===== config.mk =====
export PLATFORM = sky130hd
export DESIGN_NAME = sym_buf_ctrl
export DESIGN_NICKNAME = d
export VERILOG_FILES = /design/src/rtl/sbc_pkg.sv /design/src/rtl/sbc_addr_gen.sv /design/src/rtl/sym_buf_ctrl.sv
export SDC_FILE = /design/constraint.sdc
export NUM_CORES = 1
export LEC_CHECK = 0
export ABC_AREA = 1
export BUFFER_PORTS_ARGS = -buffer_cell sky130_fd_sc_hd__buf_4
export CORE_MARGIN = 4
export CORE_UTILIZATION = 25
export CTS_CLUSTER_SIZE = 12
export DETAILED_ROUTE_END_ITERATION = 16
export PLACE_DENSITY = 0.65
export SYNTH_ARGS = -nofsm -noshare
export SYNTH_HDL_FRONTEND = slang
export SYNTH_SLANG_ARGS = --single-unit

===== constraint.sdc =====
create_clock -name clk -period 1.3 [get_ports clk]
set_clock_uncertainty 0.2 [all_clocks]
set_input_delay 0.065 -clock clk [delete_from_list [all_inputs] [get_ports clk]]
set_output_delay 0.065 -clock clk [all_outputs]
set_load 0.01 [all_outputs]

===== src/rtl/sbc_pkg.sv =====
// Shared types and constants for the RX symbol buffer sequencer (sym_buf_ctrl).
// The SBC_REVERSE_EN build macro is consumed only by sbc_addr_gen.
package sbc_pkg;

    localparam int SBC_DEPTH = 14;
    localparam int SBC_DW    = 16;
    localparam int SBC_AW    = 4;

    typedef enum logic {
        FILL  = 1'b0,
        DRAIN = 1'b1
    } sbc_state_e;

    typedef logic signed [SBC_DW-1:0] sbc_sample_t;

endpackage


===== src/rtl/sbc_addr_gen.sv =====
// Read address mapping for the symbol buffer: natural order by default,
// reversed (DEPTH-1 down to 0) when built with SBC_REVERSE_EN defined.
module sbc_addr_gen
    import sbc_pkg::*;
#(
    parameter int DEPTH = SBC_DEPTH,
    parameter int AW    = SBC_AW
) (
    input  logic [AW-1:0] i_rdCnt,
    output logic [AW-1:0] o_rdAddr
);

`ifdef SBC_REVERSE_EN
    localparam logic [AW-1:0] LAST = AW'(DEPTH - 1);

    assign o_rdAddr = LAST - i_rdCnt;
`else
    assign o_rdAddr = i_rdCnt;
`endif

endmodule


===== src/rtl/sym_buf_ctrl.sv =====
// Fill/drain sequencer for the real/imag symbol RAM pair; optional reversed
// read order is selected with the SBC_REVERSE_EN macro (see sbc_addr_gen).
module sym_buf_ctrl
    import sbc_pkg::*;
#(
    parameter int DEPTH = SBC_DEPTH,
    parameter int DW    = SBC_DW,
    parameter int AW    = SBC_AW
) (
    input  logic          clk,
    input  logic          rst_n,
    input  logic          flush,
    input  logic          in_valid,
    output logic          in_ready,
    input  logic [DW-1:0] in_re,
    input  logic [DW-1:0] in_im,
    output logic          out_valid,
    input  logic          out_ready,
    output logic [DW-1:0] out_re,
    output logic [DW-1:0] out_im,
    output logic          ram_en,
    output logic          ram_we,
    output logic [AW-1:0] ram_addr,
    output logic [DW-1:0] ram_di_re,
    output logic [DW-1:0] ram_di_im,
    input  logic [DW-1:0] ram_do_re,
    input  logic [DW-1:0] ram_do_im,
    output logic          frame_done
);

    localparam logic [AW-1:0] LAST = AW'(DEPTH - 1);

    sbc_state_e    r_state;
    sbc_state_e    w_stateNext;
    logic [AW-1:0] r_wrCnt;
    logic [AW-1:0] w_wrCntNext;
    logic [AW-1:0] r_rdCnt;
    logic [AW-1:0] w_rdCntNext;
    logic          r_rdDone;
    logic          w_rdDoneNext;
    logic          r_outValid;
    logic          w_outValidNext;
    logic          w_rdIssue;
    logic [AW-1:0] w_rdAddr;

    sbc_addr_gen #(
        .DEPTH (DEPTH),
        .AW    (AW)
    ) u_addrGen (
        .i_rdCnt  (r_rdCnt),
        .o_rdAddr (w_rdAddr)
    );

    assign out_valid = r_outValid;
    assign out_re    = ram_do_re;
    assign out_im    = ram_do_im;
    assign ram_di_re = in_re;
    assign ram_di_im = in_im;

    always_ff @(posedge clk or negedge rst_n) begin
        if (!rst_n) begin
            r_state    <= FILL;
            r_wrCnt    <= '0;
            r_rdCnt    <= '0;
            r_rdDone   <= 1'b0;
            r_outValid <= 1'b0;
        end else begin
            r_state    <= w_stateNext;
            r_wrCnt    <= w_wrCntNext;
            r_rdCnt    <= w_rdCntNext;
            r_rdDone   <= w_rdDoneNext;
            r_outValid <= w_outValidNext;
        end
    end

    // r_rdDone marks that all DEPTH reads are issued, so rd_cnt can stay within 0..DEPTH-1.
    always_comb begin
        w_stateNext    = r_state;
        w_wrCntNext    = r_wrCnt;
        w_rdCntNext    = r_rdCnt;
        w_rdDoneNext   = r_rdDone;
        w_outValidNext = r_outValid;
        w_rdIssue      = 1'b0;
        in_ready       = 1'b0;
        ram_en         = 1'b0;
        ram_we         = 1'b0;
        ram_addr       = '0;
        frame_done     = 1'b0;

        case (r_state)
            FILL: begin
                in_ready       = 1'b1;
                w_outValidNext = 1'b0;
                if (in_valid) begin
                    ram_en   = 1'b1;
                    ram_we   = 1'b1;
                    ram_addr = r_wrCnt;
                    if (r_wrCnt == LAST) begin
                        w_wrCntNext = '0;
                        w_stateNext = DRAIN;
                    end else begin
                        w_wrCntNext = r_wrCnt + 1'b1;
                    end
                end
            end

            DRAIN: begin
                w_rdIssue = !r_rdDone && (!r_outValid || out_ready);
                if (w_rdIssue) begin
                    ram_en         = 1'b1;
                    ram_addr       = w_rdAddr;
                    w_outValidNext = 1'b1;
                    if (r_rdCnt == LAST) begin
                        w_rdDoneNext = 1'b1;
                    end else begin
                        w_rdCntNext = r_rdCnt + 1'b1;
                    end
                end else if (out_ready) begin
                    w_outValidNext = 1'b0;
                end

                if (r_outValid && out_ready && r_rdDone) begin
                    frame_done   = 1'b1;
                    w_rdCntNext  = '0;
                    w_rdDoneNext = 1'b0;
                    w_stateNext  = FILL;
                end
            end

            default: begin
                w_stateNext = FILL;
            end
        endcase

        // Flush overrides everything above: no RAM access, no completion pulse.
        if (flush) begin
            w_stateNext    = FILL;
            w_wrCntNext    = '0;
            w_rdCntNext    = '0;
            w_rdDoneNext   = 1'b0;
            w_outValidNext = 1'b0;
            ram_en         = 1'b0;
            ram_we         = 1'b0;
            ram_addr       = '0;
            frame_done     = 1'b0;
        end
    end

endmodule


==> results of run 1 <==
-- cell type report --
| cell class | instances | area share |
|---|---|---|
| Tap cell | 67 | 0.0435 |
| Sequential cell | 11 | 0.143 |
| Multi-Input combinational cell | 70 | 0.269 |
| Clock buffer | 4 | 0.0233 |
| Inverter | 15 | 0.0318 |
| Timing Repair Buffer | 101 | 0.489 |
-- power groups by stage --
stage / sequential (W) / combinational (W) / clock [W]
2_1_floorplan: 0.000385 / 0.000295 / 0
3_3_place_gp: 0.000388 / 0.000170 / 0
6_report: 0.000389 / 0.000439 / 0.000356
4_1_cts: 0.000385 / 0.000421 / 0.000370
5_1_grt: 0.000392 / 0.000477 / 0.000384
3_5_place_dp: 0.000388 / 0.000172 / 0
-- Yosys cell counts (all sizes together) --
master	number
buf	65
nand2	24
nand3	17
inv	15
dfrtp	11
nor2	9
o22ai	5
ha	4
o21ai	4
nand4	3
xnor2	2
a21oi	1
xor2	1
-- cell families after synthesis --
group           Yosys count  share of synthesized area
simple gates             53                      0.219
fa+ha+maj                 4                     0.0405
buf+inv                  80                      0.442
compound gates           10                     0.0547
flops                    11                      0.223
xor+xnor                  3                     0.0213
-- what timing repair did --
action	in CTS	in global routing
gates resized for setup	14	21
endpoints found under the setup margin	13	17
pin swaps	7	6
endpoints found under the hold margin	78	1
buffers inserted	5	5
-- sequential cells by signal, summed over array words and instances, names as in the netlist --
name / cells
out_valid: 1
r_rdDone: 1
r_state: 1
r_wrCnt: 4
r_rdCnt: 4
-- through the flow --
stage,total power [W],hold slack [ns],worst slack (ns),util
CTS,0.00118,-0.0988,-0.201,0.383
global route,0.00125,-0.0354,-0.281,0.406
finish,0.00118,-0.0609,-0.213,0.406
detailed placement,0.000561,-0.285,-0.103,0.213
global placement,0.000558,-0.284,-0.0595,0.213
floorplan,0.000681,-0.431,-0.0552,-
-- metal layers --
layer / share of wire / vias to the layer above / routed length (um)
met5: 0 / - / 0
met4: 0.032 / 0 / 107
met3: 0.096 / 10 / 319
met2: 0.53 / 87 / 1770
met1: 0.34 / 521 / 1140
li1: - / 528 / -
-- cells in the final DEF (no fill, tap or decap) --
| cell type | synthesis | layout |
|---|---|---|
| sky130_fd_sc_hd__nor2_4 | 2 | 2 |
| sky130_fd_sc_hd__o22ai_1 | 5 | 1 |
| sky130_fd_sc_hd__nor2_1 | 7 | 5 |
| sky130_fd_sc_hd__o21ai_4 | 1 | 1 |
| sky130_fd_sc_hd__xnor2_1 | 2 | 2 |
| sky130_fd_sc_hd__a21oi_1 | 1 | 1 |
| sky130_fd_sc_hd__buf_4 | 65 | 29 |
| sky130_fd_sc_hd__dfrtp_2 | 0 | 1 |
| sky130_fd_sc_hd__nand2_2 | 2 | 3 |
| sky130_fd_sc_hd__nand3_2 | 3 | 2 |
| sky130_fd_sc_hd__buf_6 | 0 | 4 |
| sky130_fd_sc_hd__nand3_4 | 0 | 2 |
| sky130_fd_sc_hd__o21ai_1 | 2 | 1 |
| sky130_fd_sc_hd__clkbuf_1 | 0 | 1 |
| sky130_fd_sc_hd__nand2_4 | 1 | 5 |
| sky130_fd_sc_hd__xor2_1 | 1 | 1 |
| sky130_fd_sc_hd__ha_1 | 4 | 2 |
| sky130_fd_sc_hd__o21ai_2 | 0 | 2 |
| sky130_fd_sc_hd__dfrtp_1 | 11 | 10 |
| sky130_fd_sc_hd__inv_1 | 11 | 6 |
| sky130_fd_sc_hd__o22ai_2 | 0 | 4 |
| sky130_fd_sc_hd__nand2_1 | 21 | 16 |
| sky130_fd_sc_hd__inv_4 | 1 | 2 |
| sky130_fd_sc_hd__dlygate4sd3_1 | 0 | 68 |
| sky130_fd_sc_hd__nor2_2 | 0 | 2 |
| sky130_fd_sc_hd__clkbuf_8 | 0 | 3 |
| sky130_fd_sc_hd__inv_2 | 3 | 7 |
| sky130_fd_sc_hd__nand3_1 | 14 | 13 |
| sky130_fd_sc_hd__ha_4 | 0 | 1 |
| sky130_fd_sc_hd__nand4_1 | 3 | 3 |
| sky130_fd_sc_hd__ha_2 | 0 | 1 |
-- path summary, 6_finish.rpt --
check / cells past startpoint / to / startpoint
setup / recovery: 7 / ram_addr[0] / r_state
hold / removal: 4 / out_valid / out_ready
setup reg to reg: 6 / r_rdDone / r_state
hold reg to reg: 1 / r_wrCnt[0] / r_wrCnt[0]
max in group asynchronous: 3 / r_wrCnt[0] / rst_n
min in group asynchronous: 3 / r_wrCnt[1] / rst_n
-- tightest hold or removal path: cells and delay by family --
| kind | cells | cell delay, ns |
|---|---|---|
| buf+inv | 2 | 0.14 |
| simple gates | 1 | 0.08 |
| compound gates | 1 | 0.07 |
==> flow_summary.rst, run 1 <==
.. list-table::
   :header-rows: 1

   * - Metric
     - Value
   * - Status
     - complete, but fails checks
   * - Violations in the final reports
     - negative hold slack, negative setup slack
   * - Total congestion overflow after global routing
     - 0
   * - Post-route design area
     - 1930 sq um
   * - CP top delay family
     - flip-flops
   * - Post-layout nets
     - 275
   * - Synth Net Count
     - 234
   * - Sequential cell area
     - 277 sq um
   * - Area share of the leading cell type in the synthesized netlist
     - 0.395
   * - Hold violation count in the final report
     - 1
   * - Endpoint type of the worst setup path
     - output port
   * - Normalized max-slew margin
     - 0.833
   * - Combinational share of power
     - 0.371
   * - Synth Register Bits
     - 11
   * - Count of synthesis-stage warnings from yosys
     - 0
   * - Clock buffer count from CTS
     - 3
   * - Worst ir drop on vdd
     - 0.272 mV
   * - Layout Cells excl Fill
     - 268
   * - Max Slew Vio Count
     - 0
   * - Kind of start point of the critical path
     - flop
   * - Power density normalized to cell area
     - 614 nW/um^2
   * - Die Outline Area
     - 6130 sq um
   * - Initial antenna violation count
     - 0
   * - Switch share
     - 0.309
   * - Global-route wire length before repair
     - 4.49 mm
   * - Share of the yosys chip area belonging to registers
     - 0.223
   * - Filler cell count in the final layout
     - 474
   * - Max-cap violation count
     - 0
   * - Worst Path Buf+Inv
     - 3
   * - Routed wire length
     - 3.34 mm
   * - RSZ-0062 raised after global routing
     - yes
   * - Minimum setup slack in the final design
     - -0.213 ns
   * - Detailed-route via count
     - 1,146
   * - Syn Std Cell Area
     - 1240 sq um
   * - Maximum number of pins on one net before global-route repair
     - 12
   * - Met2 layer usage reported by global route
     - 0.162
   * - Core region area
     - 4750 sq um
   * - Area Overhead vs Synth
     - 56.1%
   * - DRC violations left
     - 0
   * - Count of pins on the block boundary
     - 142
   * - Clock H-tree levels
     - 1
   * - Clock share of power
     - 0.301
   * - Maximum single-stage delay on the critical path
     - 0.38 ns
   * - Area after DPL
     - 1010 sq um
   * - Worst-case register-to-register setup slack
     - -0.13 ns
   * - 1st-pass router iterations
     - 4
   * - Cell internal pwr
     - 0.000819 W
   * - Quantity of I/O buffers inserted on ports
     - 13
   * - Layer with the highest usage
     - met2
   * - Final weighted congestion of routability-driven global placement
     - 0.783
   * - Standard-cell row count
     - 25
   * - Avg Vias per Cell
     - 4.28
   * - Arrival time reported for the critical path endpoint
     - 1.25 ns
   * - Height of the chip
     - 78.3 um
   * - Final clock period utilization by the worst path
     - 1.16
   * - Post-layout min period
     - 1.51 ns
   * - Root cell of the clock tree
     - sky130_fd_sc_hd__clkbuf_8
   * - Worst hold margin
     - -0.0609 ns
   * - Count of unique library cells instantiated by Yosys
     - 21
   * - Die Wd
     - 78.3 um
   * - Count of routing violations after the opening detailed-route iteration
     - 47
   * - Number of global-route vias before repair
     - 1,088
   * - Average size of a mapped cell
     - 7.68 sq um
   * - Critical path type
     - reg -> out
   * - Final setup violation count
     - 14
   * - Slew at the pin closest to its max-slew limit
     - 0.250 ns
   * - Biggest area contributors in the synthesized netlist
     - sky130_fd_sc_hd__buf_4 39%, sky130_fd_sc_hd__dfrtp_1 22%, sky130_fd_sc_hd__nand2_1 6.4%
   * - Worst path required time
     - 1.03 ns
   * - Post-synthesis cell type with the largest combined area
     - sky130_fd_sc_hd__buf_4
   * - Max Buffers Root-to-Sink
     - 2
   * - Clock-pin slew on the worst setup and hold paths
     - 0.05 ns
   * - Starting Density
     - 0.260
   * - Layout cells sized above 1
     - 0.353
   * - Net switching component of the power
     - 0.000366 W
   * - Hold_buf cts
     - 68
   * - Fraction of met3 tracks used by global routing
     - 0.0321
   * - Share of total power in sequential cells
     - 0.328
   * - Wire length per cell after detailed routing
     - 12.4 um
   * - Number of standard cells after synthesis
     - 161
   * - DP HPWL
     - 1.58 mm
   * - CTS tree
     - yes
   * - CP Cell Sequence
     - inv_2 > nand2_4 > nor2_4 > buf_4 > nand2_1 > nand2_1 > buf_4
   * - Remaining antenna violation count
     - 0
   * - Final TNS setup
     - -1.79 ns
   * - GRT Util Overall
     - 0.0909
   * - Clock latency on the worst-skew pair
     - 0.24 ns
   * - Met1 Resource Use GR
     - 0.0960
   * - Achievable frequency
     - 0.661 GHz
   * - Highest-delay cell along the critical path
     - sky130_fd_sc_hd__dfrtp_1
   * - Number of sinks driven by the clock tree
     - 11
   * - Worst min path class
     - in -> reg
   * - Critical Path Fanout Max
     - 4
   * - Multi-input gate area
     - 519 sq um
   * - Leakage power
     - 0.856 nW
   * - Antenna cell count
     - 0
   * - Placed Cells incl. Taps
     - 187
(Power assumes the default switching activity.)
==> run 2, diff against run 1 <==
REMOVE_ABC_BUFFERS = 1   (was unset)
==> run 2 against run 1 <==
Utilization up 0.47 points. Sequential share of layout area down 0.17 points. The flow finishes with violations (negative setup slack). Critical path type unchanged. Combinational power up 20%. Via count up 19%.
==> flow_summary.rst, run 2 (same netlist as run 1, synthesis figures left out) <==
.. list-table::
   :header-rows: 1

   * - Metric
     - Value
   * - Clock H-tree levels
     - 1 (unchanged)
   * - Wire length per cell after detailed routing
     - 30.0 um (was 12.4 um)
   * - Quantity of I/O buffers inserted on ports
     - 13 (unchanged)
   * - Area Overhead vs Synth
     - 57.9% (was 56.1%)
   * - Starting Density
     - 0.260 (unchanged)
   * - CP top delay family
     - flip-flops (unchanged)
   * - Multi-input gate area
     - 542 sq um (was 519 sq um)
   * - Highest-delay cell along the critical path
     - sky130_fd_sc_hd__dfrtp_1 (unchanged)
   * - GRT Util Overall
     - 0.250 (was 0.0909)
   * - Worst ir drop on vdd
     - 0.277 mV (was 0.272 mV)
   * - Worst path required time
     - 1.03 ns (about the same)
   * - Clock buffer count from CTS
     - 3 (unchanged)
   * - Maximum number of pins on one net before global-route repair
     - 12 (unchanged)
   * - Power density normalized to cell area
     - 662 nW/um^2 (was 614 nW/um^2)
   * - Leakage power
     - 0.863 nW (was 0.856 nW)
   * - Most frequent standard cell in the layout excluding fill and tap cells
     - sky130_fd_sc_hd__dlygate4sd3_1 (unchanged)
   * - CP Cell Sequence
     - inv_2 > nand2_4 > nor2_4 > inv_2 > o22ai_2 > buf_4 (was inv_2 > nand2_4 > nor2_4 > buf_4 > nand2_1 > nand2_1 > buf_4)
   * - Final weighted congestion of routability-driven global placement
     - 0.910 (was 0.783)
   * - Max Buffers Root-to-Sink
     - 2 (unchanged)
   * - Slew at the pin closest to its max-slew limit
     - 0.286 ns (was 0.250 ns)
   * - Count of routing violations after the opening detailed-route iteration
     - 196 (was 47)
   * - Critical Path Fanout Max
     - 4 (unchanged)
   * - Worst hold margin
     - 0.00892 ns (was -0.0609 ns)
   * - Hold violation count in the final report
     - 0 (was 1)
   * - Worst Path Buf+Inv
     - 3 (unchanged)
   * - Normalized max-slew margin
     - 0.810 (was 0.833)
   * - Layout cells sized above 1
     - 0.393 (was 0.353)
   * - Sequential cell area
     - 277 sq um (unchanged)
   * - Die Outline Area
     - 6130 sq um (unchanged)
   * - Max Slew Vio Count
     - 0 (unchanged)
   * - Core region area
     - 4750 sq um (unchanged)
   * - Clock latency on the worst-skew pair
     - 0.25 ns (was 0.24 ns)
   * - Filler cell count in the final layout
     - 454 (was 474)
   * - Commonest cells after routing, fill and taps aside
     - 66 x sky130_fd_sc_hd__dlygate4sd3_1, 31 x sky130_fd_sc_hd__buf_4, 11 x sky130_fd_sc_hd__nand2_1 (was 68 x sky130_fd_sc_hd__dlygate4sd3_1, 29 x sky130_fd_sc_hd__buf_4, 16 x sky130_fd_sc_hd__nand2_1)
   * - CTS tree
     - yes (unchanged)
   * - Height of the chip
     - 78.3 um (unchanged)
   * - Root cell of the clock tree
     - sky130_fd_sc_hd__clkbuf_8 (unchanged)
   * - Final clock period utilization by the worst path
     - 1.22 (was 1.16)
   * - Util after Layout
     - 0.411 (was 0.406)
   * - Post-layout nets
     - 275 (unchanged)
   * - Final TNS setup
     - -2.60 ns (was -1.79 ns)
   * - Critical path type
     - reg -> out (unchanged)
   * - Number of global-route vias before repair
     - 1,337 (was 1,088)
   * - Initial antenna violation count
     - 3 (was 0)
   * - Achievable frequency
     - 0.629 GHz (was 0.661 GHz)
   * - Routed wire length
     - 8.13 mm (was 3.34 mm)
   * - Largest registers ranked by flip-flop count
     - r_rdCnt: 4 flops, r_wrCnt: 4 flops (unchanged)
   * - 1st-pass router iterations
     - 4 (unchanged)
   * - Kind of start point of the critical path
     - flop (unchanged)
   * - Endpoint type of the worst setup path
     - output port (unchanged)
   * - Avg Vias per Cell
     - 5.03 (was 4.28)
   * - Clock-pin slew on the worst setup and hold paths
     - 0.06 ns (was 0.05 ns)
   * - Post-layout min period
     - 1.59 ns (was 1.51 ns)
   * - Total congestion overflow after global routing
     - 0 (unchanged)
   * - Global-route wire length before repair
     - 10.6 mm (was 4.49 mm)
   * - Minimum setup slack in the final design
     - -0.289 ns (was -0.213 ns)
   * - Arrival time reported for the critical path endpoint
     - 1.32 ns (was 1.25 ns)
   * - DP HPWL
     - 6.35 mm (was 1.58 mm)
   * - Violations in the final reports
     - negative setup slack (was negative hold slack, negative setup slack)
   * - Status
     - complete, but fails checks (unchanged)
   * - Worst min path class
     - in -> async (was in -> reg)
   * - Die Wd
     - 78.3 um (unchanged)
   * - Cell seen most often among critical-path stages
     - sky130_fd_sc_hd__inv_2
   * - DRC violations left
     - 0 (unchanged)
   * - Max-cap violation count
     - 0 (unchanged)
   * - Standard-cell row count
     - 25 (unchanged)
   * - Final setup violation count
     - 17 (was 14)
   * - Count of pins on the block boundary
     - 142 (unchanged)
   * - Number of sinks driven by the clock tree
     - 11 (unchanged)
   * - Remaining antenna violation count
     - 0 (unchanged)
   * - Detailed-route via count
     - 1,362 (was 1,146)
   * - RSZ-0062 raised after global routing
     - yes (unchanged)
   * - Maximum single-stage delay on the critical path
     - 0.40 ns (was 0.38 ns)
[run 2: changes by cell type in the layout (fill, tap and decap cells not counted), sizes merged]
cell,before,now
dlygate4sd3,68,66
buf,33,35
diode,0,3
[run 2: final timing paths]
| kind | from | endpoint | slack (ns) | depth (start not counted) |
|---|---|---|---|---|
| setup / recovery | r_state | ram_addr[3] | -0.29 | 6 |
| hold / removal | rst_n | r_wrCnt[3] | 0.009 | 2 |
| setup reg to reg | r_rdCnt[1] | r_rdCnt[3] | -0.12 | 8 |
| hold reg to reg | r_wrCnt[0] | r_wrCnt[0] | 0.36 | 1 |
| max in group asynchronous | rst_n | r_wrCnt[0] | 0.71 | 2 |
| min in group clk | out_ready | out_valid | 0.02 | 5 |
[run 2: layer usage]
metal  track usage  share of wire  vias to the layer above
li1              -              -                      528
met1         0.297           0.36                      649
met2         0.369           0.44                      146
met3         0.103           0.14                       37
met4         0.161          0.056                        2
met5             0         0.0016                        -
[run 2: worst reg2reg max path, stage by stage (launching register included)]
cell	delay (ns)
sky130_fd_sc_hd__dfrtp_1	0.38
sky130_fd_sc_hd__inv_2	0.09
sky130_fd_sc_hd__ha_4	0.16
sky130_fd_sc_hd__nand2_4	0.05
sky130_fd_sc_hd__nor2_4	0.15
sky130_fd_sc_hd__nand3_2	0.11
sky130_fd_sc_hd__nand3_4	0.11
sky130_fd_sc_hd__nand2_2	0.05
sky130_fd_sc_hd__nand2_1	0.05
[run 2: layout make-up]
type | instances | share of cell area
Multi-Input combinational cell | 70 | 0.278
Timing Repair Buffer | 101 | 0.481
Antenna cell | 3 | 0.00385
Sequential cell | 11 | 0.142
Tap cell | 67 | 0.0429
Clock buffer | 4 | 0.0231
Inverter | 15 | 0.0301
[run 2: repair_timing]
item | in CTS | in global routing
setup endpoints to repair | 14 | 17
hold buffers | 66 | 0
pin swaps | 7 | 6
endpoints found under the hold margin | 76 | 0
setup buffers | 3 | 3
gates resized for setup | 19 | 19
[run 2: where the power goes]
part           internal (W)  total, W  switching (W)  leakage, nW
clock network      0.000217  0.000373       0.000156       0.0228
registers          0.000362  0.000390      0.0000283        0.149
logic              0.000254  0.000528       0.000274        0.691
[run 2: per-stage QoR]
step / instances / area, sq um / total power, W / setup WS [ns]
floorplan: 96 / 748 / 0.000473 / -0.0635
CTS: 266 / 1850 / 0.00123 / -0.247
global route: 270 / 1950 / 0.00133 / -0.328
global placement: 193 / 1060 / 0.000568 / -0.0570
finish: 271 / 1950 / 0.00129 / -0.289
detailed placement: 193 / 1060 / 0.000574 / -0.111
==> run 3, diff against run 2 <==
RECOVER_POWER = 25   (was unset)
==> run 3 against run 2 <==
The flow still finishes with violations (negative setup slack). Clock power barely moved. Register-to-register slack is essentially flat. Die area unchanged. Non-clock buffer count is the same. Final cell count is the same. Fmax is 0.37% lower. Count of clock-buffer cells in the layout did not move.
==> flow_summary.rst, run 3 (same netlist as run 1, synthesis figures left out) <==
.. list-table::
   :header-rows: 1

   * - Metric
     - Value
   * - Status
     - complete, but fails checks (unchanged)
   * - Violations in the final reports
     - negative setup slack (unchanged)
   * - Global-route wire length before repair
     - 10.6 mm (unchanged)
   * - Cell seen most often among critical-path stages
     - sky130_fd_sc_hd__inv_2 (unchanged)
   * - Post-layout nets
     - 275 (unchanged)
   * - GRT Util Overall
     - 0.250 (unchanged)
   * - Layout cells sized above 1
     - 0.388 (was 0.393)
   * - Final clock period utilization by the worst path
     - 1.23 (was 1.22)
   * - Worst ir drop on vdd
     - 0.278 mV (was 0.277 mV)
   * - Quantity of I/O buffers inserted on ports
     - 13 (unchanged)
   * - Maximum single-stage delay on the critical path
     - 0.40 ns (about the same)
   * - Hold violation count in the final report
     - 0 (unchanged)
   * - Critical path type
     - reg -> out (unchanged)
   * - Critical Path Fanout Max
     - 4 (unchanged)
   * - Maximum number of pins on one net before global-route repair
     - 12 (unchanged)
   * - Post-layout min period
     - 1.59 ns (about the same)
   * - Multi-input gate area
     - 542 sq um (unchanged)
   * - Slew at the pin closest to its max-slew limit
     - 0.733 ns (was 0.286 ns)
   * - Max Buffers Root-to-Sink
     - 2 (unchanged)
   * - Most frequent standard cell in the layout excluding fill and tap cells
     - sky130_fd_sc_hd__dlygate4sd3_1 (unchanged)
   * - Normalized max-slew margin
     - 0.512 (was 0.810)
   * - Root cell of the clock tree
     - sky130_fd_sc_hd__clkbuf_8 (unchanged)
   * - Standard-cell row count
     - 25 (unchanged)
   * - Worst Path Buf+Inv
     - 3 (unchanged)
   * - Highest-delay cell along the critical path
     - sky130_fd_sc_hd__dfrtp_1 (unchanged)
   * - Final setup violation count
     - 17 (unchanged)
   * - CTS tree
     - yes (unchanged)
   * - DP HPWL
     - 6.35 mm (unchanged)
   * - Sequential cell area
     - 277 sq um (unchanged)
   * - Worst-case register-to-register setup slack
     - -0.12 ns (about the same)
   * - Core region area
     - 4750 sq um (unchanged)
   * - Largest registers ranked by flip-flop count
     - r_rdCnt: 4 flops, r_wrCnt: 4 flops (unchanged)
   * - Util after Layout
     - 0.410 (was 0.411)
   * - Die Wd
     - 78.3 um (unchanged)
   * - Clock-pin slew on the worst setup and hold paths
     - 0.06 ns (about the same)
   * - Count of pins on the block boundary
     - 142 (unchanged)
   * - Wire length per cell after detailed routing
     - 30.1 um (was 30.0 um)
   * - Count of routing violations after the opening detailed-route iteration
     - 161 (was 196)
   * - Clock H-tree levels
     - 1 (unchanged)
   * - Clock latency on the worst-skew pair
     - 0.25 ns (about the same)
   * - Max-cap violation count
     - 0 (unchanged)
   * - Arrival time reported for the critical path endpoint
     - 1.33 ns (was 1.32 ns)
   * - Avg Vias per Cell
     - 5.04 (was 5.03)
   * - Total congestion overflow after global routing
     - 0 (unchanged)
   * - DRC violations left
     - 0 (unchanged)
   * - Final weighted congestion of routability-driven global placement
     - 0.910 (unchanged)
   * - Number of sinks driven by the clock tree
     - 11 (unchanged)
   * - 1st-pass router iterations
     - 4 (unchanged)
   * - Starting Density
     - 0.260 (unchanged)
   * - Leakage power
     - 0.859 nW (was 0.863 nW)
   * - Clock buffer count from CTS
     - 3 (unchanged)
   * - Area Overhead vs Synth
     - 57.6% (was 57.9%)
   * - Height of the chip
     - 78.3 um (unchanged)
   * - RSZ-0062 raised after global routing
     - yes (unchanged)
   * - Max Slew Vio Count
     - 0 (unchanged)
   * - Filler cell count in the final layout
     - 454 (unchanged)
   * - Die Outline Area
     - 6130 sq um (unchanged)
   * - Minimum setup slack in the final design
     - -0.295 ns (was -0.289 ns)
   * - Remaining antenna violation count
     - 0 (unchanged)
   * - Commonest cells after routing, fill and taps aside
     - 66 x sky130_fd_sc_hd__dlygate4sd3_1, 30 x sky130_fd_sc_hd__buf_4, 11 x sky130_fd_sc_hd__nand2_1 (was 66 x sky130_fd_sc_hd__dlygate4sd3_1, 31 x sky130_fd_sc_hd__buf_4, 11 x sky130_fd_sc_hd__nand2_1)
   * - Routed wire length
     - 8.14 mm (was 8.13 mm)
   * - Post-route design area
     - 1950 sq um (about the same)
   * - CP top delay family
     - flip-flops (unchanged)
   * - Achievable frequency
     - 0.627 GHz (was 0.629 GHz)
   * - Number of global-route vias before repair
     - 1,337 (unchanged)
   * - CP Cell Sequence
     - inv_2 > nand2_4 > nor2_4 > inv_2 > o22ai_2 > buf_4 (unchanged)
   * - Endpoint type of the worst setup path
     - output port (unchanged)
   * - Worst path required time
     - 1.03 ns (about the same)
   * - Worst min path class
     - in -> reg (was in -> async)
   * - Kind of start point of the critical path
     - flop (unchanged)
   * - Power density normalized to cell area
     - 663 nW/um^2 (was 662 nW/um^2)
   * - Area after DPL
     - 1060 sq um (unchanged)
   * - Initial antenna violation count
     - 3 (unchanged)
   * - Detailed-route via count
     - 1,367 (was 1,362)
## run 3: changes by cell type in the layout (fill, tap and decap cells not counted)
cell                       previous run  this run
sky130_fd_sc_hd__buf_4               31        30
sky130_fd_sc_hd__clkbuf_1             1         2
## run 3: layer usage
metal / part of all wire / GRT usage / vias up
met1: 0.35 / 0.297 / 663
met3: 0.14 / 0.103 / 33
met2: 0.45 / 0.369 / 139
li1: - / - / 530
met4: 0.056 / 0.161 / 2
met5: 0.0016 / 0 / -
## run 3: report_power, final
group	total [W]	switching, W	internal (W)
Clock	0.000375	0.000158	0.000217
Combinational	0.000526	0.000273	0.000253
Sequential	0.000391	0.0000287	0.000362
Total	0.00129	0.000460	0.000832
## run 3: layout make-up
type | instances | share of cell area
Multi-Input combinational cell | 70 | 0.278
Sequential cell | 11 | 0.142
Inverter | 15 | 0.0302
Timing Repair Buffer | 101 | 0.480
Tap cell | 67 | 0.0430
Clock buffer | 4 | 0.0231
Antenna cell | 3 | 0.00385
## run 3: path summary, 6_finish.rpt
| check | depth (start not counted) | start | end |
|---|---|---|---|
| max | 6 | r_state | ram_addr[3] |
| min in group asynchronous | 2 | rst_n | r_wrCnt[3] |
| max in group asynchronous | 2 | rst_n | r_wrCnt[0] |
| max reg2reg | 8 | r_rdCnt[1] | r_rdCnt[3] |
| min reg2reg | 1 | r_wrCnt[0] | r_wrCnt[0] |
| min | 5 | out_ready | out_valid |
## run 3: worst register-to-register path: stages (launching register included)
cell,delay (ns)
sky130_fd_sc_hd__dfrtp_1,0.38
sky130_fd_sc_hd__inv_2,0.09
sky130_fd_sc_hd__ha_4,0.16
sky130_fd_sc_hd__nand2_4,0.05
sky130_fd_sc_hd__nor2_4,0.14
sky130_fd_sc_hd__nand3_2,0.11
sky130_fd_sc_hd__nand3_4,0.11
sky130_fd_sc_hd__nand2_2,0.05
sky130_fd_sc_hd__nand2_1,0.05
## run 3: metrics by stage
stage               total power [W]  setup slack (ns)  setup TNS, ns  cells  hold WS (ns)
floorplan                  0.000473           -0.0635         -0.245     96        -0.431
global placement           0.000568           -0.0570         -0.239    193        -0.287
detailed placement         0.000574            -0.111         -0.452    193        -0.286
CTS                         0.00123            -0.247          -1.78    266        0.0130
global route                0.00133            -0.328          -3.52    270        0.0437
finish                      0.00129            -0.295          -2.63    271        0.0176
## run 3: what timing repair did
action,in CTS,in global routing
hold buffers,66,0
buffers inserted,3,3
gates resized for setup,19,19
pin swaps,7,6
gates cloned,0,0
setup endpoints to repair,14,17
endpoints found under the hold margin,76,0
